File: config.mk
export PLATFORM = sky130hd
export DESIGN_NAME = ahb_wrap4_read_master
export DESIGN_NICKNAME = d
export VERILOG_FILES = /design/src/rtl/ahb_wrap4_read_master.sv
export SDC_FILE = /design/constraint.sdc
export NUM_CORES = 1
export LEC_CHECK = 0
export BUFFER_PORTS_ARGS = -buffer_cell sky130_fd_sc_hd__buf_4
export CORE_MARGIN = 4
export CORE_UTILIZATION = 42
export CTS_BUF_LIST = sky130_fd_sc_hd__clkbuf_8
export CTS_CLUSTER_DIAMETER = 50
export DETAILED_ROUTE_END_ITERATION = 8
export HOLD_SLACK_MARGIN = 0.05
export PLACE_DENSITY = 0.85
export SLEW_MARGIN = 20
export SYNTH_ARGS = -nofsm -noshare
export SYNTH_HDL_FRONTEND = slang
export SYNTH_SLANG_ARGS = --single-unit
File: constraint.sdc
create_clock -name clk -period 1.5 [get_ports clk]
set_input_delay 0.075 -clock clk [delete_from_list [all_inputs] [get_ports clk]]
set_output_delay 0.075 -clock clk [all_outputs]
set_load 0.05 [all_outputs]
File: src/rtl/ahb_wrap4_read_master.sv
// AHB-Lite read master issuing one WRAP4 word burst per cache-line refill request.
// Beats start at the critical word and wrap within the 16-byte line.
module ahb_wrap4_read_master #(
    parameter int ADDR_W = 32,
    parameter int DATA_W = 32
) (
    input  logic              clk,
    input  logic              rst,
    input  logic              req_valid,
    output logic              req_ready,
    input  logic [ADDR_W-1:0] req_addr,
    output logic [ADDR_W-1:0] haddr,
    output logic [1:0]        htrans,
    output logic              hwrite,
    output logic [2:0]        hburst,
    output logic [2:0]        hsize,
    input  logic              hready,
    input  logic              hresp,
    input  logic [DATA_W-1:0] hrdata,
    output logic              rdata_valid,
    output logic [DATA_W-1:0] rdata,
    output logic [1:0]        rdata_offset,
    output logic              done,
    output logic              error
);

    localparam logic [1:0] TR_IDLE   = 2'b00;
    localparam logic [1:0] TR_NONSEQ = 2'b10;
    localparam logic [1:0] TR_SEQ    = 2'b11;

    typedef enum logic [2:0] {S_IDLE, S_ADDR, S_BURST, S_LAST, S_ERR} state_t;

    state_t             state, state_nxt;
    logic [ADDR_W-5:0]  base;
    logic [1:0]         start;
    logic [1:0]         beat;       // beat currently in its address phase
    logic [1:0]         off;
    logic [1:0]         off_d;      // word index of the beat in its data phase
    logic               dphase;
    logic               addr_done;
    logic               unused_bits;

    assign unused_bits = ^req_addr[1:0];

    assign hwrite       = 1'b0;
    assign hburst       = 3'b010;
    assign hsize        = 3'b010;
    assign rdata        = hrdata;
    assign rdata_offset = off_d;

    assign off       = start + beat;
    assign dphase    = (state == S_BURST) || (state == S_LAST);
    assign addr_done = ((state == S_ADDR) && hready) ||
                       ((state == S_BURST) && hready && !hresp);
    assign haddr     = rst ? '0 : {base, off, 2'b00};

    always_comb begin
        state_nxt   = state;
        req_ready   = 1'b0;
        htrans      = TR_IDLE;
        done        = 1'b0;
        error       = 1'b0;
        rdata_valid = dphase && hready && !hresp;
        case (state)
            S_IDLE: begin
                req_ready = 1'b1;
                if (req_valid) state_nxt = S_ADDR;
            end
            S_ADDR: begin
                htrans = TR_NONSEQ;
                if (hready) state_nxt = S_BURST;
            end
            S_BURST: begin
                htrans = TR_SEQ;
                if (hresp) begin
                    error     = hready;
                    state_nxt = hready ? S_IDLE : S_ERR;
                end else if (hready && beat == 2'd3) begin
                    state_nxt = S_LAST;
                end
            end
            S_LAST: begin
                if (hresp) begin
                    error     = hready;
                    state_nxt = hready ? S_IDLE : S_ERR;
                end else if (hready) begin
                    done      = 1'b1;
                    state_nxt = S_IDLE;
                end
            end
            S_ERR: begin
                // The burst is already aborted; the closing ERROR cycle reports it.
                if (hready) begin
                    error     = 1'b1;
                    state_nxt = S_IDLE;
                end
            end
            default: state_nxt = S_IDLE;
        endcase
        if (rst) begin
            state_nxt   = S_IDLE;
            req_ready   = 1'b0;
            htrans      = TR_IDLE;
            done        = 1'b0;
            error       = 1'b0;
            rdata_valid = 1'b0;
        end
    end

    always_ff @(posedge clk) begin
        if (rst) begin
            state <= S_IDLE;
            base  <= '0;
            start <= '0;
            beat  <= '0;
            off_d <= '0;
        end else begin
            state <= state_nxt;
            if (state == S_IDLE && req_valid) begin
                base  <= req_addr[ADDR_W-1:4];
                start <= req_addr[3:2];
                beat  <= '0;
            end
            if (addr_done) begin
                off_d <= off;
                beat  <= beat + 2'd1;
            end
        end
    end

endmodule

# After elaboration in Yosys (flattened, before gate mapping)
# Index checks and enable logic that the tools add are counted.
# totals
reg_bits	37
latchBits	0
ramBits	0
mem_bits_ro	0
inputBits	69
word_cells	52
n_memories	0
# classes
add_sub_neg	2
multipliers	0
div	0
n_lt_le_gt_ge	0
n_eq_ne	8
shift	0
n_mux	23
bitwise_logic	0
reduce_logical	14
# op_table
operator	count
$mux 32	1
$mux 3	7
$pmux 3 s5	1
$mux 1	9
$logic_and 1x1->1	7
$eq 3x2->1 const B	2
$mux 2	3
$ne 2x2->1 const B	2
$pmux 2 s2	1
$eq 3x1->1 const B	1
$eq 3x3->1 const B	1
$logic_not 3->1	1
$ne 3x2->1 const B	1
$reduce_and 3->1	1
$add 2x1->2 const B	1
$add 2x2->2	1
$eq 2x2->1 const B	1
$logic_or 1x1->1	2
$pmux 1 s2	1
$reduce_bool 2->1	1
$reduce_or 2->1	1
$logic_not 1->1	1

# Logic depth before layout (Yosys ltp)
# Gate-level depths: netlist of run 1.
# logic_depth
word_depth	5
depth_mapped	5
ltp_nobuf	5

# Least setup slack after synthesis of run 1
# Ideal clock, no wire load.
# synth_path
path_type	register to output
startpoint	reg state[1]
endpoint	out done
arrival_ns	2.757
required_ns	1.425
setup_slack_ns	-1.332
stages_incl_launch_ff	5
path_buffers	1
cell_sequence	dfxtp_1 buf_4 inv_1 nor4_1 and2_1
# synth_via
elab_chain_len	3
# synth_lines
element	line	source
start, declared	33	state_t state, state_nxt;
start signal, assigned	118	state <= state_nxt;
$eq 3x2->1	64	case (state)
$mux 1	64	
$mux 1	100	if (rst) begin
end, declared	23	output logic done,
# No other way between the ends.

# Final worst setup path of run 1
# layout_path
startpoint	reg state[1]
endpoint	out error
# layout_via
elab_chain_len	4
# layout_lines
element	line	source
$eq 3x2->1	64	
$reduce_or 2->1 (no source line)	--	
$pmux 1 s2 (*)	64	
$mux 1 (*)	100	
end, declared	24	output logic error
# Every way passes the cells marked *; elsewhere a longest branch is shown, timed or not.

==> results.json, run 1 <==
{
  "dr.pass1.iters": 4,
  "antenna_violating_nets_post_route": 0,
  "combinationalPowerShare_pct": 53.6,
  "final_nets": 413,
  "design.die.area_um2": 6141,
  "syn2layout_area_growth_pct": 45.25,
  "timing.critical_path.mode_cell": "sky130_fd_sc_hd__buf_6",
  "wl_met1_mm": 2.114,
  "cts_tree": "built",
  "netlist_area_um2": 2079,
  "routed-wl-met2_mm": 2.924,
  "finalHoldViolations": 0,
  "power.share.clock_pct": 16.0,
  "drc": 0,
  "cts-htree-levels": 2,
  "core_region_area_um2": 4755,
  "rows": 25,
  "boundary_pins": 148,
  "maximum_capacitance_violations": 0,
  "final-instance-count-excl-fill": 410,
  "failed_checks": "negative setup slack",
  "grt_max_degree": 30,
  "startpoint_type": "flip-flop",
  "grt_setup_unrepaired": "yes",
  "antenna_cells": 0,
  "status": "finished with violations",
  "max-clock-path-buffers": 2,
  "grt_pass1_wl_mm": 8.238,
  "crit_path_cell_trace": "buf_6 -> buf_4 -> nor2_2 -> a21oi_1 -> nor2_1 -> buf_6",
  "overall_track_demand_over_capacity_in_global_routing_pct": 16.77,
  "hold_path.class": "in -> out",
  "cts_inserted_buffers": 5,
  "most-common-layout-cells": "sky130_fd_sc_hd__buf_4, sky130_fd_sc_hd__nand2_1, sky130_fd_sc_hd__dfxtp_1, sky130_fd_sc_hd__dlygate4sd3_1, sky130_fd_sc_hd__nor2b_1",
  "floorplan.die.height_um": 78.37,
  "yosysWarningCount": 0,
  "netlist_instances": 267,
  "crit_type": "reg -> out",
  "crit_path_top_delay_cell": "sky130_fd_sc_hd__dfxtp_2",
  "pwr_total_w": 0.004195,
  "path_max_fanout": 9,
  "overflow": 0,
  "cts_sinks": 37,
  "gpl.final_weighted_congestion": 0.7350,
  "grt_antenna_before_repair": 0,
  "topRoutingLayerUsed": "met4",
  "initial_core_util_pct": 43.74,
  "timing.critical_path.required_ns": 1.42,
  "clk_pin_slew_worst_paths_ns": 0.07,
  "wl_met3_um": 305,
  "finalWorstSetupSlack_ns": -0.03039,
  "first_global_vias": 1801,
  "detail_route.vias_per_cell": 4.568,
  "finalWirelength_mm": 5.417,
  "min_period_over_period_pct": 102.0,
  "synth_top_area_share_pct": 35.62,
  "seq_power_share_pct": 30.4,
  "synthTopCellsByArea": "sky130_fd_sc_hd__dfxtp_1, sky130_fd_sc_hd__buf_4, sky130_fd_sc_hd__nand2_1",
  "vias": 1873,
  "clock_latency_ns": 0.29,
  "timing_max_transition_violations_final": 0,
  "final_period_minus_worst_setup_slack_ns": 1.530,
  "power_report.internal_total_w": 0.002436,
  "critPathCaptureType": "primary output",
  "sw_frac_of_total_pct": 41.93,
  "p_switching_w": 0.001759,
  "fin_util_pct": 63.53,
  "power_density_nw_per_um2": 1389,
  "worst_ir_drop_vdd_uv": 753.1,
  "proportion_of_layout_cells_with_a_drive_suffix_above_1_pct": 36.73,
  "detail_route.wl_per_cell_um": 13.21,
  "fmax_ghz": 0.6534,
  "cellLeakagePower_nw": 1.292,
  "die-width_um": 78.37,
  "synth-seq-cells": 37,
  "worst-endpoint-arrival_ns": 1.46,
  "yosysSeqAreaShare_pct": 35.62,
  "total_half_perimeter_wirelength_after_legalization_and_detailed_placement_mm": 3.153,
  "synth.avg_cell_area_um2": 7.788,
  "detailedRoute.firstIterationViolations": 48,
  "place.port_buffers": 72,
  "setup_viol": 2,
  "detailedPlace.worstSlack_ns": 0.04495,
  "synth_area_leader_cell": "sky130_fd_sc_hd__dfxtp_1",
  "mostFrequentLayoutCell": "sky130_fd_sc_hd__buf_4",
  "synth_cell_types": 33,
  "clk_root_buffer_cell": "sky130_fd_sc_hd__clkbuf_8",
  "setup-tns-final_ns": -0.03565,
  "place_inst": 364,
  "finClkSkew_ns": 0.006524,
  "slowest_delay_ns": 0.33
}
metal layers:
metal	GRT usage, %	vias up
met5	0	-
met4	5.944	0
met3	4.817	12
met2	31.34	54
met1	17.80	855
li1	-	952
path summary, 6_finish.rpt:
check	cells after the start	slack, ns	from	endpoint
setup / recovery	6	-0.03	state[1]$_SDFFE_PP0P_	error
setup reg to reg	6	-0.01	state[1]$_SDFFE_PP0P_	rdata_offset[1]$_SDFFE_PP0P_
hold / removal	0	0.15	hrdata[0]	rdata[0]
hold reg to reg	2	0.45	base[0]$_SDFFE_PP0P_	base[0]$_SDFFE_PP0P_
registers in the layout, indices dropped and copies added (netlist names):
signal	flops
base	28
state	3
beat	2
rdata_offset	2
start	2
through the flow:
stage | hold WS, ns | area, µm²
global route | 0.1501 | 3020
global placement | 0.1503 | 2431
detailed placement | 0.1503 | 2431
finish | 0.1500 | 3020
CTS | 0.1494 | 2893
floorplan | 0.1543 | 2140
layout make-up:
type / instances / area (µm²)
flip-flops and latches: 37 / 744.5
well taps: 67 / 83.83
multi-input cells: 176 / 1039
clock buffers: 5 / 68.82
repair buffers: 120 / 1056
clock inverters: 3 / 17.52
inverters: 2 / 11.26
fillers: 444 / 1734
synthesized netlist by cell type, drive strengths merged:
library cell and n:
nand2 62, buf 52, dfxtp 37, a21oi 33, nor2b 31, nor2 10, clkbuf 7, o21ai 4
nor3b 3, nor4 3, conb 2, ha 2, inv 2, mux2 2, mux2i 2, nand2b 2
nor3 2, xnor2 2, a211oi 1, a221oi 1, and2 1, nand3 1, nor4b 1, o211ai 1
o31ai 1, or4b 1, xor2 1
power by group through the flow:
| stage | Clock, W | Combinational, W | Sequential [W] |
|---|---|---|---|
| floorplan | 0 | 0.00168 | 0.00128 |
| global placement | 0 | 0.00184 | 0.00127 |
| detailed placement | 0 | 0.00187 | 0.00128 |
| CTS | 0.000695 | 0.00203 | 0.00127 |
| global route | 0.000747 | 0.00241 | 0.00130 |
| finish | 0.000673 | 0.00225 | 0.00127 |
repair_timing:
| item | CTS | global route |
|---|---|---|
| setup buffers | 3 | 1 |
| cloned | 0 | 2 |
| resized for setup | 11 | 24 |
| hold buffers | 32 | 0 |
| pin swaps | 4 | 2 |
| setup endpoints to repair | 4 | 37 |
| hold endpoints to repair | 31 | 0 |
worst max-delay path, delay by kind of cell, from the launching register on:
| kind | cells | cell delay (ns) |
|---|---|---|
| AO/OA/AOI/OAI | 1 | 0.10 |
| buffers and inverters | 3 | 0.47 |
| flip-flops | 1 | 0.33 |
| AND/OR/NAND/NOR | 2 | 0.28 |
kinds of logic (layout without fill, tap and decap cells):
logic type / Yosys count / in the layout / share of synthesized area (%)
mux: 4 / 4 / 2.046
simple gates: 117 / 117 / 28.10
xor+xnor: 3 / 3 / 1.264
buf+inv: 61 / 130 / 20.58
compound gates: 41 / 41 / 10.83
other cells: 2 / 9 / 0.3611
flops: 37 / 37 / 35.62
fa+ha+maj: 2 / 2 / 1.203
Power figures use the tool's default switching activity.
==> inputs of run 2 (changes only) <==
--- a/config.mk
+++ b/config.mk
@@ -7,12 +7,12 @@
 export LEC_CHECK = 0
 export BUFFER_PORTS_ARGS = -buffer_cell sky130_fd_sc_hd__buf_4
 export CORE_MARGIN = 4
-export CORE_UTILIZATION = 42
+export CORE_UTILIZATION = 45
 export CTS_BUF_LIST = sky130_fd_sc_hd__clkbuf_8
 export CTS_CLUSTER_DIAMETER = 50
 export DETAILED_ROUTE_END_ITERATION = 8
 export HOLD_SLACK_MARGIN = 0.05
-export PLACE_DENSITY = 0.85
+export PLACE_DENSITY = 0.9
 export SLEW_MARGIN = 20
 export SYNTH_ARGS = -nofsm -noshare
 export SYNTH_HDL_FRONTEND = slang
==> constraint.sdc (replaced) <==
create_clock -name clk -period 2 [get_ports clk]
set_input_delay 0.1 -clock clk [delete_from_list [all_inputs] [get_ports clk]]
set_output_delay 0.1 -clock clk [all_outputs]
set_load 0.05 [all_outputs]
==> run 2 against run 1 <==
Net effect:
- the run now ends clean
- die area is 6.0% lower
- setup slack better by 0.35 ns
- first-iteration DRC count increased by 40%
- sequential power shrank 26%
- clock power down 20%
- clock skew is 0.0011 ns lower
- flip-flop and latch count unchanged
- critical path depth down 1
- global-route usage is 1.3 points lower
- largest power group unchanged
- highest routed layer unchanged
==> results.json, run 2 (same netlist as run 1, synthesis figures left out) <==
{
  "clk_pin_slew_worst_paths_ns": 0.07,
  "grt_antenna_before_repair": 0,
  "layout_top_registers": "base (28), state (3)",
  "cts_sinks": 37,
  "min_period_over_period_pct": 83.95,
  "startpoint_type": "flip-flop",
  "cts_inserted_buffers": 5,
  "dr.pass1.iters": 4,
  "max-clock-path-buffers": 2,
  "worst-endpoint-arrival_ns": 1.58,
  "mostFrequentLayoutCell": "sky130_fd_sc_hd__buf_4",
  "final_period_minus_worst_setup_slack_ns": 1.679,
  "setup_viol": 0,
  "power_density_nw_per_um2": 1089,
  "timing_max_transition_violations_final": 0,
  "detail_route.vias_per_cell": 4.833,
  "grt_pass1_wl_mm": 7.465,
  "boundary_pins": 148,
  "critPathCaptureType": "primary output",
  "rows": 24,
  "first_global_vias": 1736,
  "largest_register": "base",
  "crit_type": "reg -> out",
  "finalHoldViolations": 0,
  "overflow": 0,
  "cts-htree-levels": 2,
  "drc": 0,
  "hold_path.class": "in -> reg",
  "maximum_capacitance_violations": 0,
  "syn2layout_area_growth_pct": 25.69,
  "vias": 1793,
  "fmax_ghz": 0.5956,
  "grt_max_degree": 33,
  "grt_setup_unrepaired": "no",
  "cellLeakagePower_nw": 1.161,
  "finClkSkew_ns": 0.005447,
  "status": "completed",
  "initial_core_util_pct": 47.11,
  "gpl.final_weighted_congestion": 0.7289,
  "antenna_violating_nets_post_route": 0,
  "path_max_fanout": 10,
  "detailedRoute.firstIterationViolations": 67,
  "floorplan.die.height_um": 75.98,
  "clock_latency_ns": 0.29,
  "place.port_buffers": 72,
  "die-width_um": 75.98,
  "pwr_total_w": 0.002845,
  "core_region_area_um2": 4414,
  "overall_track_demand_over_capacity_in_global_routing_pct": 15.47,
  "final_nets": 389,
  "worst_ir_drop_vdd_uv": 451.4,
  "total_half_perimeter_wirelength_after_legalization_and_detailed_placement_mm": 3.186,
  "setup-tns-final_ns": 0,
  "antenna_cells": 0,
  "fin_util_pct": 59.21,
  "clk_root_buffer_cell": "sky130_fd_sc_hd__clkbuf_8",
  "cts_tree": "built",
  "largest_reg_flops": 28,
  "most-common-layout-cells": "sky130_fd_sc_hd__buf_4, sky130_fd_sc_hd__nand2_1, sky130_fd_sc_hd__dfxtp_1, sky130_fd_sc_hd__a21oi_1, sky130_fd_sc_hd__nor2b_1",
  "proportion_of_layout_cells_with_a_drive_suffix_above_1_pct": 29.47,
  "finalWirelength_mm": 4.532,
  "detail_route.wl_per_cell_um": 12.22,
  "design.die.area_um2": 5773,
  "post-cts-setup-buffer-count": 0,
  "timing.critical_path.required_ns": 1.90
}
==> run 2: worst max-delay path, cell delays in order (launching register included) <==
cell and delay (ns):
sky130_fd_sc_hd__dfxtp_1 0.33, sky130_fd_sc_hd__buf_4 0.18, sky130_fd_sc_hd__inv_1 0.13, sky130_fd_sc_hd__nor4_2 0.30, sky130_fd_sc_hd__and2_1 0.16, sky130_fd_sc_hd__buf_4 0.19
==> run 2: final timing paths <==
check	to	slack [ns]	cells after the start	startpoint
setup / recovery	done	0.32	5	state[1]$_SDFFE_PP0P_
hold / removal	start[0]$_SDFFE_PP0P_	0.06	3	req_addr[2]
setup reg to reg	base[20]$_SDFFE_PP0P_	0.42	4	state[1]$_SDFFE_PP0P_
hold reg to reg	base[1]$_SDFFE_PP0P_	0.45	2	base[1]$_SDFFE_PP0P_
==> run 2: cell type report <==
class,count,area (µm²)
repair buffers,96,760.7
multi-input cells,176,943.4
fillers,403,1800
well taps,52,65.06
clock inverters,2,13.76
flip-flops and latches,37,740.7
inverters,2,7.507
clock buffers,6,82.58
==> run 2: power breakdown <==
part	internal (W)	total [W]	leakage [nW]	switching (W)
logic	0.000492	0.00136	0.807	0.000872
registers	0.000879	0.000940	0.303	0.0000611
clock network	0.000279	0.000541	0.0512	0.000262
==> run 2: metrics by stage <==
stage | instance area [µm²] | instances | hold WS, ns | worst slack, ns
after floorplan | 2112 | 274 | 0.1793 | -0.2231
after global placement | 2357 | 347 | 0.2003 | 0.4316
after detailed placement | 2357 | 347 | 0.2003 | 0.4041
after CTS | 2604 | 370 | 0.05032 | 0.3059
after global routing | 2614 | 371 | 0.05168 | 0.2042
final | 2614 | 371 | 0.05720 | 0.3209
==> run 2: repair_timing <==
| action | in CTS | in global routing |
|---|---|---|
| hold buffers | 15 | 1 |
| hold endpoints to repair | 15 | 1 |
| gates resized for setup | 0 | 0 |
==> run 2: layer usage <==
metal  up-vias  part of all wire [%]  track usage (%)
li1        903                     -                -
met1       809                    38            14.47
met2        64                    51            27.83
met3        17                   8.2            5.556
met4         0                   2.6            10.14
met5         -                     0                0
